`src/rtl/wb_arb_pkg.sv`:
```
// Shared definitions for the register-file write-port arbiter:
// FSM state encodings and default sizing constants.
package wb_arb_pkg;

  localparam int unsigned DEF_FIFO_DEPTH = 4;
  localparam int unsigned DEF_MAX_WAIT   = 8;

  typedef enum logic [1:0] {
    IDLE  = 2'd0,
    WAIT  = 2'd1,
    STEAL = 2'd2
  } arb_state_t;

endpackage

```
`src/rtl/wb_arb_fifo.sv`:
```
// Synchronous FIFO for buffered debug register writes ({addr, data}).
// Exposes full/empty/occupancy and accepts push and pop in the same cycle.
module wb_arb_fifo
  import wb_arb_pkg::*;
#(
  parameter int unsigned WIDTH = 37,
  parameter int unsigned DEPTH = DEF_FIFO_DEPTH
) (
  input  logic                     i_clk,
  input  logic                     i_reset,
  input  logic                     i_push,
  input  logic [WIDTH-1:0]         i_data,
  input  logic                     i_pop,
  output logic [WIDTH-1:0]         o_data,
  output logic                     o_full,
  output logic                     o_empty,
  output logic [$clog2(DEPTH):0]   o_count
);

  localparam int unsigned AW = $clog2(DEPTH);

  logic [WIDTH-1:0] r_mem [DEPTH];
  logic [AW-1:0]    r_wr_ptr;
  logic [AW-1:0]    r_rd_ptr;
  logic [AW:0]      r_count;
  logic             w_push;
  logic             w_pop;

  assign w_push  = i_push && !o_full;
  assign w_pop   = i_pop && !o_empty;
  assign o_full  = (r_count == (AW+1)'(DEPTH));
  assign o_empty = (r_count == '0);
  assign o_count = r_count;
  assign o_data  = r_mem[r_rd_ptr];

  // Pointer and occupancy tracking; reset drops all queued entries
  always_ff @(posedge i_clk or posedge i_reset) begin
    if (i_reset) begin
      r_wr_ptr <= '0;
      r_rd_ptr <= '0;
      r_count  <= '0;
    end else begin
      if (w_push) r_wr_ptr <= r_wr_ptr + 1'b1;
      if (w_pop)  r_rd_ptr <= r_rd_ptr + 1'b1;
      case ({w_push, w_pop})
        2'b10:   r_count <= r_count + 1'b1;
        2'b01:   r_count <= r_count - 1'b1;
        default: r_count <= r_count;
      endcase
    end
  end

  // Entry storage; contents are only meaningful between the pointers
  always_ff @(posedge i_clk) begin
    if (w_push) r_mem[r_wr_ptr] <= i_data;
  end

endmodule

```
`src/rtl/wb_regfile_write_arbiter.sv`:
```
// Register-file write-port arbiter: pipeline writeback has priority with zero
// added latency; debug writes queue in a FIFO and drain into idle slots.
// Build option WB_ARB_STARVE_EN adds a starvation counter that steals one
// writeback slot (via o_stall_req) when the FIFO head has waited MAX_WAIT cycles.
module wb_regfile_write_arbiter
  import wb_arb_pkg::*;
#(
  parameter int unsigned BITS_SIZE  = 32,
  parameter int unsigned BITS_REGS  = 5,
  parameter int unsigned FIFO_DEPTH = DEF_FIFO_DEPTH,
  parameter int unsigned MAX_WAIT   = DEF_MAX_WAIT
) (
  input  logic                          i_clk,
  input  logic                          i_reset,
  input  logic                          i_wb_reg_write,
  input  logic [BITS_REGS-1:0]          i_wb_addr,
  input  logic [BITS_SIZE-1:0]          i_wb_data,
  input  logic                          i_dbg_valid,
  input  logic [BITS_REGS-1:0]          i_dbg_addr,
  input  logic [BITS_SIZE-1:0]          i_dbg_data,
  output logic                          o_dbg_ready,
  output logic                          o_rf_write,
  output logic [BITS_REGS-1:0]          o_rf_addr,
  output logic [BITS_SIZE-1:0]          o_rf_data,
  output logic                          o_stall_req,
  output logic [$clog2(FIFO_DEPTH):0]   o_dbg_pending
);

  localparam int unsigned EW = BITS_REGS + BITS_SIZE;
  localparam int unsigned PW = $clog2(FIFO_DEPTH) + 1;

  logic [EW-1:0]        w_head;
  logic [BITS_REGS-1:0] w_head_addr;
  logic [BITS_SIZE-1:0] w_head_data;
  logic                 w_full;
  logic                 w_empty;
  logic [PW-1:0]        w_count;
  logic                 w_push;
  logic                 w_pop;
  logic                 w_pipe_busy;
  logic                 w_last_pop;
  logic                 w_steal;
  arb_state_t           r_state;

  assign w_head_addr   = w_head[EW-1 -: BITS_REGS];
  assign w_head_data   = w_head[BITS_SIZE-1:0];
  assign w_push        = i_dbg_valid && !w_full;
  assign w_pipe_busy   = i_wb_reg_write && (i_wb_addr != '0);
  // FIFO goes empty at the next edge: last entry leaves and nothing arrives
  assign w_last_pop    = w_pop && !w_push && (w_count == PW'(1));
  assign o_dbg_ready   = !w_full;
  assign o_dbg_pending = w_count;
  assign o_stall_req   = w_steal;

  wb_arb_fifo #(
    .WIDTH (EW),
    .DEPTH (FIFO_DEPTH)
  ) u_fifo (
    .i_clk   (i_clk),
    .i_reset (i_reset),
    .i_push  (w_push),
    .i_data  ({i_dbg_addr, i_dbg_data}),
    .i_pop   (w_pop),
    .o_data  (w_head),
    .o_full  (w_full),
    .o_empty (w_empty),
    .o_count (w_count)
  );

  // Write-port selection: stolen slot, then pipeline, then idle-slot drain
  always_comb begin
    w_pop      = 1'b0;
    o_rf_write = 1'b0;
    o_rf_addr  = '0;
    o_rf_data  = '0;
    if (!i_reset) begin
      if (w_steal) begin
        w_pop      = !w_empty;
        o_rf_write = !w_empty && (w_head_addr != '0);
        o_rf_addr  = w_head_addr;
        o_rf_data  = w_head_data;
      end else if (w_pipe_busy) begin
        o_rf_write = 1'b1;
        o_rf_addr  = i_wb_addr;
        o_rf_data  = i_wb_data;
      end else if (!w_empty) begin
        w_pop      = 1'b1;
        o_rf_write = (w_head_addr != '0);
        o_rf_addr  = w_head_addr;
        o_rf_data  = w_head_data;
      end
    end
  end

`ifdef WB_ARB_STARVE_EN
  localparam int unsigned CW = (MAX_WAIT > 1) ? $clog2(MAX_WAIT) : 1;

  logic [CW-1:0] r_wait_cnt;
  logic          r_stall;

  assign w_steal = r_stall;

  // Starvation FSM: counts unpopped head cycles and requests a one-cycle steal
  always_ff @(posedge i_clk or posedge i_reset) begin
    if (i_reset) begin
      r_state    <= IDLE;
      r_wait_cnt <= '0;
      r_stall    <= 1'b0;
    end else begin
      case (r_state)
        IDLE: begin
          if (w_push) r_state <= WAIT;
        end
        WAIT: begin
          if (w_pop) begin
            r_wait_cnt <= '0;
            if (w_last_pop) r_state <= IDLE;
          end else if (r_wait_cnt == CW'(MAX_WAIT - 1)) begin
            r_wait_cnt <= '0;
            r_stall    <= 1'b1;
            r_state    <= STEAL;
          end else begin
            r_wait_cnt <= r_wait_cnt + 1'b1;
          end
        end
        STEAL: begin
          r_stall    <= 1'b0;
          r_wait_cnt <= '0;
          r_state    <= w_last_pop ? IDLE : WAIT;
        end
        default: begin
          r_state    <= IDLE;
          r_wait_cnt <= '0;
          r_stall    <= 1'b0;
        end
      endcase
    end
  end
`else
  // MAX_WAIT has no role without starvation protection
  logic w_unused_max_wait;
  assign w_unused_max_wait = (MAX_WAIT == 0);
  assign w_steal           = 1'b0;

  // Occupancy FSM only: debug writes drain on idle slots, no slot stealing
  always_ff @(posedge i_clk or posedge i_reset) begin
    if (i_reset) begin
      r_state <= IDLE;
    end else begin
      case (r_state)
        IDLE:    if (w_push) r_state <= WAIT;
        WAIT:    if (w_last_pop) r_state <= IDLE;
        default: r_state <= IDLE;
      endcase
    end
  end
`endif

endmodule

```
`config.mk`:
```
export PLATFORM = sky130hd
export DESIGN_NAME = wb_regfile_write_arbiter
export DESIGN_NICKNAME = d
export VERILOG_FILES = /design/src/rtl/wb_arb_pkg.sv /design/src/rtl/wb_arb_fifo.sv /design/src/rtl/wb_regfile_write_arbiter.sv
export SDC_FILE = /design/constraint.sdc
export NUM_CORES = 1
export LEC_CHECK = 0
export CAP_MARGIN = 10
export CORE_MARGIN = 2
export CORE_UTILIZATION = 51
export CTS_CLUSTER_SIZE = 16
export DETAILED_ROUTE_END_ITERATION = 10
export GPL_ROUTABILITY_DRIVEN = 0
export PLACE_DENSITY = 0.78
export SETUP_SLACK_MARGIN = 0.15
export SYNTH_ARGS = -nofsm -noshare
export SYNTH_HDL_FRONTEND = slang
export SYNTH_SLANG_ARGS = --single-unit
```
`constraint.sdc`:
```
create_clock -name i_clk -period 2.37 [get_ports i_clk]
set_input_delay 0.237 -clock i_clk [delete_from_list [all_inputs] [get_ports i_clk]]
set_output_delay 0.237 -clock i_clk [all_outputs]
set_load 0.01 [all_outputs]
```
# ---- Word-level counts from Yosys, hierarchy flattened
# Memory sizes are Yosys's and may differ from the RTL's.
# Index checks and enable logic that the tools add are counted.
dict set report word_totals {
  ff_bits 7
  mem_bits_rw 148
  output_inout_bits 43
  wordCells 36
  memories 1
}
# name depth word_bits rd rd_ports_with_merged_regs wr line_no
set mem_list {}
lappend mem_list {u_fifo.r_mem 4 37 1 0 1 wb_arb_fifo.sv:22} ;# logic [WIDTH-1:0] r_mem [DEPTH];
dict set report op_classes {
  addsub 4
  n_eq_ne 3
  n_mux 15
  reduce_logical 10
}
# operator count
set ops {}
lappend ops {{$mux W32} 3}
lappend ops {{$mux W5} 3}
lappend ops {{$reduce_bool A5 Y1} 2}
lappend ops {{$mux W1} 8}
lappend ops {{$pmux W3 S2} 1}
lappend ops {{$add A2 B1 Y2 const B} 2}
lappend ops {{$logic_and A1 B1 Y1} 4}
lappend ops {{$add A3 B1 Y3 const B} 1}
lappend ops {{$eq A3 B3 Y1 const B} 1}
lappend ops {{$logic_not A3 Y1} 1}
lappend ops {{$sub A3 B1 Y3 const B} 1}
lappend ops {{$eq A2 B1 Y1 const B} 1}
lappend ops {{$eq A2 B2 Y1 const B} 1}
lappend ops {{$logic_not A1 Y1} 2}
lappend ops {{$reduce_bool A2 Y1} 1}

# ---- Depth between registers and ports, before layout
dict set report logic_depth {
  depth_word 7
  mapped_depth 9
  mapped_depth_nobuf 9
}

# ---- By module
# Synthesis repeated with hierarchy kept, for this count alone.
dict set report unflattened {
  hier_cells 466
  area_unflattened_um2 7357.1
}
# module instances cells_per_inst area_each_um2 seq_area_each_um2
set modules_own_cells {}
lappend modules_own_cells {wb_arb_fifo 1 231 5759.3 4619.4}
lappend modules_own_cells {wb_regfile_write_arbiter 1 235 1597.8 0.0}

# ---- Worst setup path before layout
# No wires, ideal clock.
dict set report synth_timing {
  kind {input to register}
  start {input port i_wb_addr[0]}
  end {register u_fifo.r_count[1] (netlist: u_fifo.o_count[1])}
  arrival_ns 2.158
  required_ns 2.245
  setup_slack_ns 0.087
  path_stages 7
  path_buffers 1
  cell_sequence {or4_1 -> o21ai_2 -> and2_1 -> buf_2 -> ha_1 -> fa_1 -> mux2_2}
}
dict set report synth_between {
  elab_chain_len 7
}
# item line_no
set synth_lines {}
lappend synth_lines {{start, declared} wb_regfile_write_arbiter.sv:16} ;# input logic [BITS_REGS-1:0] i_wb_addr,
lappend synth_lines {{$reduce_bool A5 Y1 *} wb_regfile_write_arbiter.sv:48} ;# assign w_pipe_busy = i_wb_reg_write && (i_wb_addr != '0);
lappend synth_lines {{$logic_and A1 B1 Y1 *} wb_regfile_write_arbiter.sv:48}
lappend synth_lines {{$mux W1 *} wb_regfile_write_arbiter.sv:82} ;# end else if (w_pipe_busy) begin
lappend synth_lines {{$mux W1 *} wb_regfile_write_arbiter.sv:76} ;# if (!i_reset) begin
lappend synth_lines {{$logic_and A1 B1 Y1 *} wb_arb_fifo.sv:30} ;# assign w_pop = i_pop && !o_empty;
lappend synth_lines {{net u_fifo.w_pop} wb_arb_fifo.sv:27} ;# logic w_pop;
lappend synth_lines {{$eq A2 B1 Y1 / $eq A2 B2 Y1 (equally long branches)} wb_arb_fifo.sv:45} ;# case ({w_push, w_pop})
lappend synth_lines {{$pmux W3 S2 / $reduce_bool A2 Y1 (equally long branches)} --}
lappend synth_lines {{end signal, assigned} wb_arb_fifo.sv:46} ;# 2'b10: r_count <= r_count + 1'b1;
lappend synth_lines {{end signal, assigned} wb_arb_fifo.sv:47} ;# 2'b01: r_count <= r_count - 1'b1;
lappend synth_lines {{end signal, assigned} wb_arb_fifo.sv:48} ;# default: r_count <= r_count;
lappend synth_lines {{end, declared} wb_arb_fifo.sv:25} ;# logic [AW:0] r_count;
# The timed path passes the listed nets; every way through them passes the cells marked *.
# A chain may end at the register's enable or synchronous reset.

# ---- Final worst setup path
dict set report layout_timing {
  start {register u_fifo.r_rd_ptr[0]}
  end {output port o_rf_write}
}
dict set report layout_between {
  elab_chain_len 5
}
# item line_no
set layout_lines {}
lappend layout_lines {{start, declared} wb_arb_fifo.sv:24} ;# logic [AW-1:0] r_rd_ptr;
lappend layout_lines {{start signal, assigned} wb_arb_fifo.sv:44} ;# if (w_pop) r_rd_ptr <= r_rd_ptr + 1'b1;
lappend layout_lines {{$mem_v2 Z4 W37} --}
lappend layout_lines {{$reduce_bool A5 Y1} wb_regfile_write_arbiter.sv:88} ;# o_rf_write = (w_head_addr != '0);
lappend layout_lines {{$mux W1} wb_regfile_write_arbiter.sv:86} ;# end else if (!w_empty) begin
lappend layout_lines {{$mux W1} wb_regfile_write_arbiter.sv:82}
lappend layout_lines {{$mux W1} wb_regfile_write_arbiter.sv:76}
lappend layout_lines {{end, declared} wb_regfile_write_arbiter.sv:22} ;# output logic o_rf_write,
# No other way between the ends.

==> flow_summary_export.csv <==
group,metric,value,unit
setup_path,cp_num_buf_inv,2,
place,dp_hpwl,7620,um
setup_path,worst_r2r_startpoint,"u_fifo.o_count[0]",
place,pre_cts_ws,-380,ps
yosys,synthArstFlopShare,0.0452,
yosys,synth_edf_count,148,
detailed_routing,ant_nets,0,
timing,rsz0062_at_grt,"yes",
setup_path,crit_type,"reg -> out",
setup_path,cp_num_cells,6,
layout,final_core_util,0.733,
setup_path,ff2ff_path_depth,11,
floorplan,die_x,114,um
yosys,seq_area_frac_synth,0.743,
clocking,root_buffer,"clkbuf_16",
pwr,peakVddDrop,0.685,mV
timing,finClkSkew,18.3,ps
layout,antenna_cells,0,
yosys,synth_area,6220,um^2
yosys,netlist_instances,284,
global_route,overflow,0,
setup_path,path_max_fanout,4,
setup_path,cp_top_family,"simple AND/OR/NAND/NOR gates",
detailed_routing,routed_wl,14100,um
clocking,cts.sinks,155,
yosys,syn_avg_cell_area,21.9,um^2
pwr,p_per_area,1150,nW/um^2
detailed_routing,drc,0,
clocking,clk-insertion-delay-late,410,ps
setup_path,critPathMaxStageDelay,570,ps
timing,fin_crit_sh,1.10,
yosys,ys_ff_latch,155,
layout,stdcell_count,639,
layout,fin_nets,564,
setup_path,rr_endpoint,"u_fifo.o_count[2]",
global_route,track_usage,0.218,
yosys,synth_largest_type_area_fraction,0.715,
global_route,antenna_found_initial,0,
timing,max_freq,383,MHz
yosys,synthTopCellsByArea,"edfxtp_1 (71%), mux4_2 (11%), a22o_1 (4.9%), mux4_1 (3.4%), dfrtp_1 (2.8%)",
timing,setup_ws,-238,ps
timing,final-max-slew-violation-count,0,
setup_path,timing.reg2reg.setup_slack,190,ps
setup_path,critPathCaptureType,"primary output",
floorplan,num_rows,40,
detailed_routing,drt_iter0_drc,283,
yosys,yosys-top-cells-count,"edfxtp_1 (148), a22o_1 (35), mux4_2 (29), mux4_1 (8), dfrtp_1 (7)",
detailed_routing,vias_per_cell,5.73,
hold_path,min_path_type,"in -> async",
global_route,grt_max_degree,38,
yosys,synth_top_area_cell,"edfxtp_1",
yosys,synth_nets,368,
job,cap_violations,0,
floorplan,die_y,114,um
clocking,clk_pin_slew,60,ps
floorplan,core_area,12000,um^2
global_route,grt_pass1_vias,3808,
timing,finalHoldViolCount,0,
clocking,cts.path.max_buffers,2,
detailed_routing,first_pass_iters,5,
yosys,yosys_warnings,0,
yosys,yosysMostFrequentCell,"edfxtp_1",
yosys,ys.flop_type,"edfxtp_1",
setup_path,startpoint_type,"register",
timing,period_needed,2610,ps
detailed_routing,dr_total_vias,3664,
place,placed_cells,558,
layout,drive_above_1_share,0.407,
setup_path,arrival,2370,ps
setup_path,required,2130,ps
floorplan,num_io_pins,121,
setup_path,path_cells,"buf_6 -> mux4_2 -> or4_4 -> o21ai_2 -> o21ai_1 -> buf_2",
timing,setup_viol,18,
clocking,cts_tree,"done",
outcome,violations,"negative setup slack",
outcome,status,"complete, but fails checks",
clocking,cts_buffers,17,
pwr,leakagePower,3.21,nW
global_route,grt_pass1_wl,20700,um
setup_path,cp_slowest_cell,"or4_4",
yosys,synth_cell_types,32,
floorplan,die-area,13100,um^2
detailed_routing,wl_per_cell,22.0,um
floorplan,initial_core_util,0.520,
layout,area_growth,40.9,%
place,port_buffers,119,
clocking,htreeDepth,4,
[power breakdown]
group	switching, mW	internal [mW]	total [mW]
combinational	1.51	2.05	3.56
clock	1.00	1.64	2.65
sequential	0.195	3.64	3.83
total	2.71	7.34	10.0
[worst register-to-register path, cell delays in order, from the launching register on]
cell and delay, ps:
dfrtp_2 410, nor3_2 200, nor2_1 80, and2_4 200, buf_6 120, buf_6 110, buf_6 110, ha_4 150
fa_2 330, xnor2_1 150, nor2_1 60, xor2_1 130
[layout by cell type, fill, tap and decap left out, drive strengths merged, types with 4 or more instances in the layout]
cell type and count:
edfxtp 148, clkdlybuf4s15 4, buf 103, mux4 37
and3 4, xnor2 4, dfrtp 7, clkinv 5
clkbuf 28, inv 6, clkdlybuf4s50 77, ha 5
a22o 35
[cell type report]
type	instances	area, um^2
clock buffer	19	433
clock inverter	12	145
fill	672	3200
inverter	4	15.0
multi-input combinational	108	1490
sequential	155	4620
tap	147	184
timing repair buffer	194	1880
[routing by layer]
| metal | GRT usage | vias to the layer above | part of all wire |
|---|---|---|---|
| met5 | 0 | - | 0 |
| met4 | 0.0878 | 0 | 0.026 |
| met3 | 0.0614 | 23 | 0.056 |
| met2 | 0.382 | 141 | 0.54 |
| met1 | 0.255 | 1901 | 0.38 |
| li1 | - | 1599 | - |
[kinds of logic (layout without fill, tap and decap cells)]
group,after synthesis,after routing,share of synthesized area
xor gates and xnor gates,6,6,0.00845
adders and majority gates,6,6,0.0133
DFF,155,155,0.743
AOI/OAI and AO/OA,42,42,0.0579
muxes,39,39,0.142
and+or+nand+nor,14,14,0.0125
other,1,1,0.000603
buffers and inverters,21,229,0.0221
[metrics by stage]
stage / hold WS (ps) / total power [mW] / setup TNS, ps / cell area [um^2]
6_report: 241 / 10.0 / -1850 / 8770
4_1_cts: 212 / 9.78 / -1530 / 8660
3_5_place_dp: 531 / 6.68 / -12970 / 7780
3_3_place_gp: 527 / 6.61 / -11580 / 7780
5_1_grt: 223 / 10.5 / -3870 / 8770
2_1_floorplan: 56.9 / 5.50 / 0 / 6230
[worst max path at each step]
stage	startpoint	to	slack [ps]
4_1_cts	u_fifo.r_rd_ptr[0]	o_rf_write	-240
2_1_floorplan	i_wb_addr[0]	u_fifo.o_count[1]	170
3_5_place_dp	i_wb_addr[0]	o_rf_data[11]	-380
6_report	u_fifo.r_rd_ptr[0]	o_rf_write	-240
3_3_place_gp	i_wb_addr[0]	o_rf_data[19]	-320
5_1_grt	u_fifo.r_rd_ptr[0]	o_rf_write	-310
[what timing repair did]
action,4_1_cts,5_1_grt
endpoints found under the hold margin,0,0
setup buffers,34,14
gates cloned,2,0
gates resized for setup,156,48
hold buffers,0,0
endpoints found under the setup margin,39,40
pin swaps,13,13
[state kept, by name, summed over array words and instances (netlist names)]
signal and count:
u_fifo.o_count 3, u_fifo.r_mem 148, u_fifo.r_rd_ptr 2, u_fifo.r_wr_ptr 2
Note: power is estimated with default switching activity, not from simulation.
==> edit: new RTL, same flow settings <==
The parameter `BITS_SIZE` goes from 32 to 16.
--- a/src/rtl/wb_regfile_write_arbiter.sv
+++ b/src/rtl/wb_regfile_write_arbiter.sv
@@ -5,7 +5,7 @@
 module wb_regfile_write_arbiter
   import wb_arb_pkg::*;
 #(
-  parameter int unsigned BITS_SIZE  = 32,
+  parameter int unsigned BITS_SIZE  = 16,
   parameter int unsigned BITS_REGS  = 5,
   parameter int unsigned FIFO_DEPTH = DEF_FIFO_DEPTH,
   parameter int unsigned MAX_WAIT   = DEF_MAX_WAIT
Interface: changed (resized i_dbg_data, i_wb_data and o_rf_data); port bits go from 121 to 73. No check against the original RTL was run, so the function may have changed too.
==> edit against the unedited design <==
The run still ends with setup timing left; area after synthesis shrank 40%; hold slack gained 42 ps; maximum frequency grew 4.2%; wire length shrank 44%; total power shrank 48%; sequential cell count shrank 64; synthesized cell count shrank 36%; worst setup slack gained 100 ps; cell area shrank 43%; sequential power shrank 40%; global-route usage shrank 0.74 points; clock skew shrank 13 ps; critical endpoint unchanged; largest power group unchanged.
==> edit: results (changes against the unedited design) <==
{| class="wikitable"
! Metric !! Value
|-
| Top post-synthesis cells by area || sky130_fd_sc_hd__edfxtp_1, sky130_fd_sc_hd__mux4_2, sky130_fd_sc_hd__dfrtp_1, sky130_fd_sc_hd__a22o_1, sky130_fd_sc_hd__mux4_1
|-
| H-tree depth || 3 (-1)
|-
| 1st-pass router iterations || 4 (-1)
|-
| Largest stage delay on the critical path || 550 ps (-20 ps)
|-
| Number of filler cells placed in the layout || 460 (-32%)
|-
| Placed instance count || 360 (-35%)
|-
| Number of enable-type register cells in the synthesized netlist || 84 (-43%)
|-
| Final design utilization || 0.697 (-0.0354)
|-
| Vias in the first global route || 2233 (-41%)
|-
| Final HPWL from detailed placement || 4680 um (-39%)
|-
| Number of flip-flops under the largest register name || 84 (-43%)
|-
| Post-synth top area share || 0.676 (-0.0383)
|-
| Outcome || finished with violations
|-
| Post-synthesis instance total || 181 (-36%)
|-
| Proportion of synthesized chip area in sequential cells || 0.723 (-0.0195)
|-
| Detailed-routed wire length on met3 || 420 um (-47%)
|-
| Wire length of the first global-routing pass || 11800 um (-43%)
|-
| # setup viols final || 1 (-17)
|-
| Highest fanout seen on the critical path || 6 (+2)
|-
| Via count normalized by instance count || 5.49 (-4.2%)
|-
| Met1 Usage GRT || 0.280 (+0.0254)
|-
| Global Route met2 Usage || 0.340 (-0.0418)
|-
| Violated checks || setup timing
|-
| TNS Setup || -134 ps (+1710 ps)
|-
| Minimum setup slack in the final design || -134 ps (+104 ps)
|-
| Nets in the synthesized netlist || 233 (-37%)
|}
edit: changes by cell type in the layout (fill, tap and decap cells not counted), moves of 4 or more:
cell | unedited run | this run
sky130_fd_sc_hd__buf_4 | 40 | 20
sky130_fd_sc_hd__and3_1 | 0 | 4
sky130_fd_sc_hd__clkbuf_16 | 17 | 0
sky130_fd_sc_hd__a22o_1 | 35 | 18
sky130_fd_sc_hd__buf_6 | 17 | 8
sky130_fd_sc_hd__clkdlybuf4s50_1 | 77 | 45
sky130_fd_sc_hd__clkbuf_8 | 0 | 9
sky130_fd_sc_hd__buf_12 | 14 | 6
sky130_fd_sc_hd__mux4_2 | 37 | 20
sky130_fd_sc_hd__and3_2 | 4 | 0
sky130_fd_sc_hd__edfxtp_1 | 148 | 84
sky130_fd_sc_hd__clkbuf_2 | 9 | 0
sky130_fd_sc_hd__buf_2 | 27 | 21
edit: cell type report:
type                            count  share of cell area
Sequential cell                    91               0.540
Multi-Input combinational cell     76               0.200
Timing Repair Buffer              106               0.200
Clock buffer                       11              0.0263
Tap cell                           99              0.0248
Clock inverter                      5             0.00600
Inverter                            4             0.00300
edit: kinds of logic (layout without fill, tap and decap cells):
logic type | Yosys count | after routing | synth area share
buffers and inverters | 14 | 126 | 0.0235
and+or+nand+nor | 14 | 14 | 0.0208
xor gates and xnor gates | 6 | 6 | 0.0141
muxes | 23 | 23 | 0.136
adders and majority gates | 6 | 6 | 0.0221
DFF | 91 | 91 | 0.723
AOI/OAI and AO/OA | 26 | 26 | 0.0594
other | 1 | 1 | 0.00101
edit: worst max-delay path by stage:
stage	to	slack [ps]	cells past startpoint
floorplan	u_fifo.o_count[1]	160	7
global placement	o_rf_data[13]	-340	6
detailed placement	o_rf_data[9]	-360	6
CTS	o_rf_write	-130	6
global route	o_rf_write	-230	6
finish	o_rf_write	-130	6
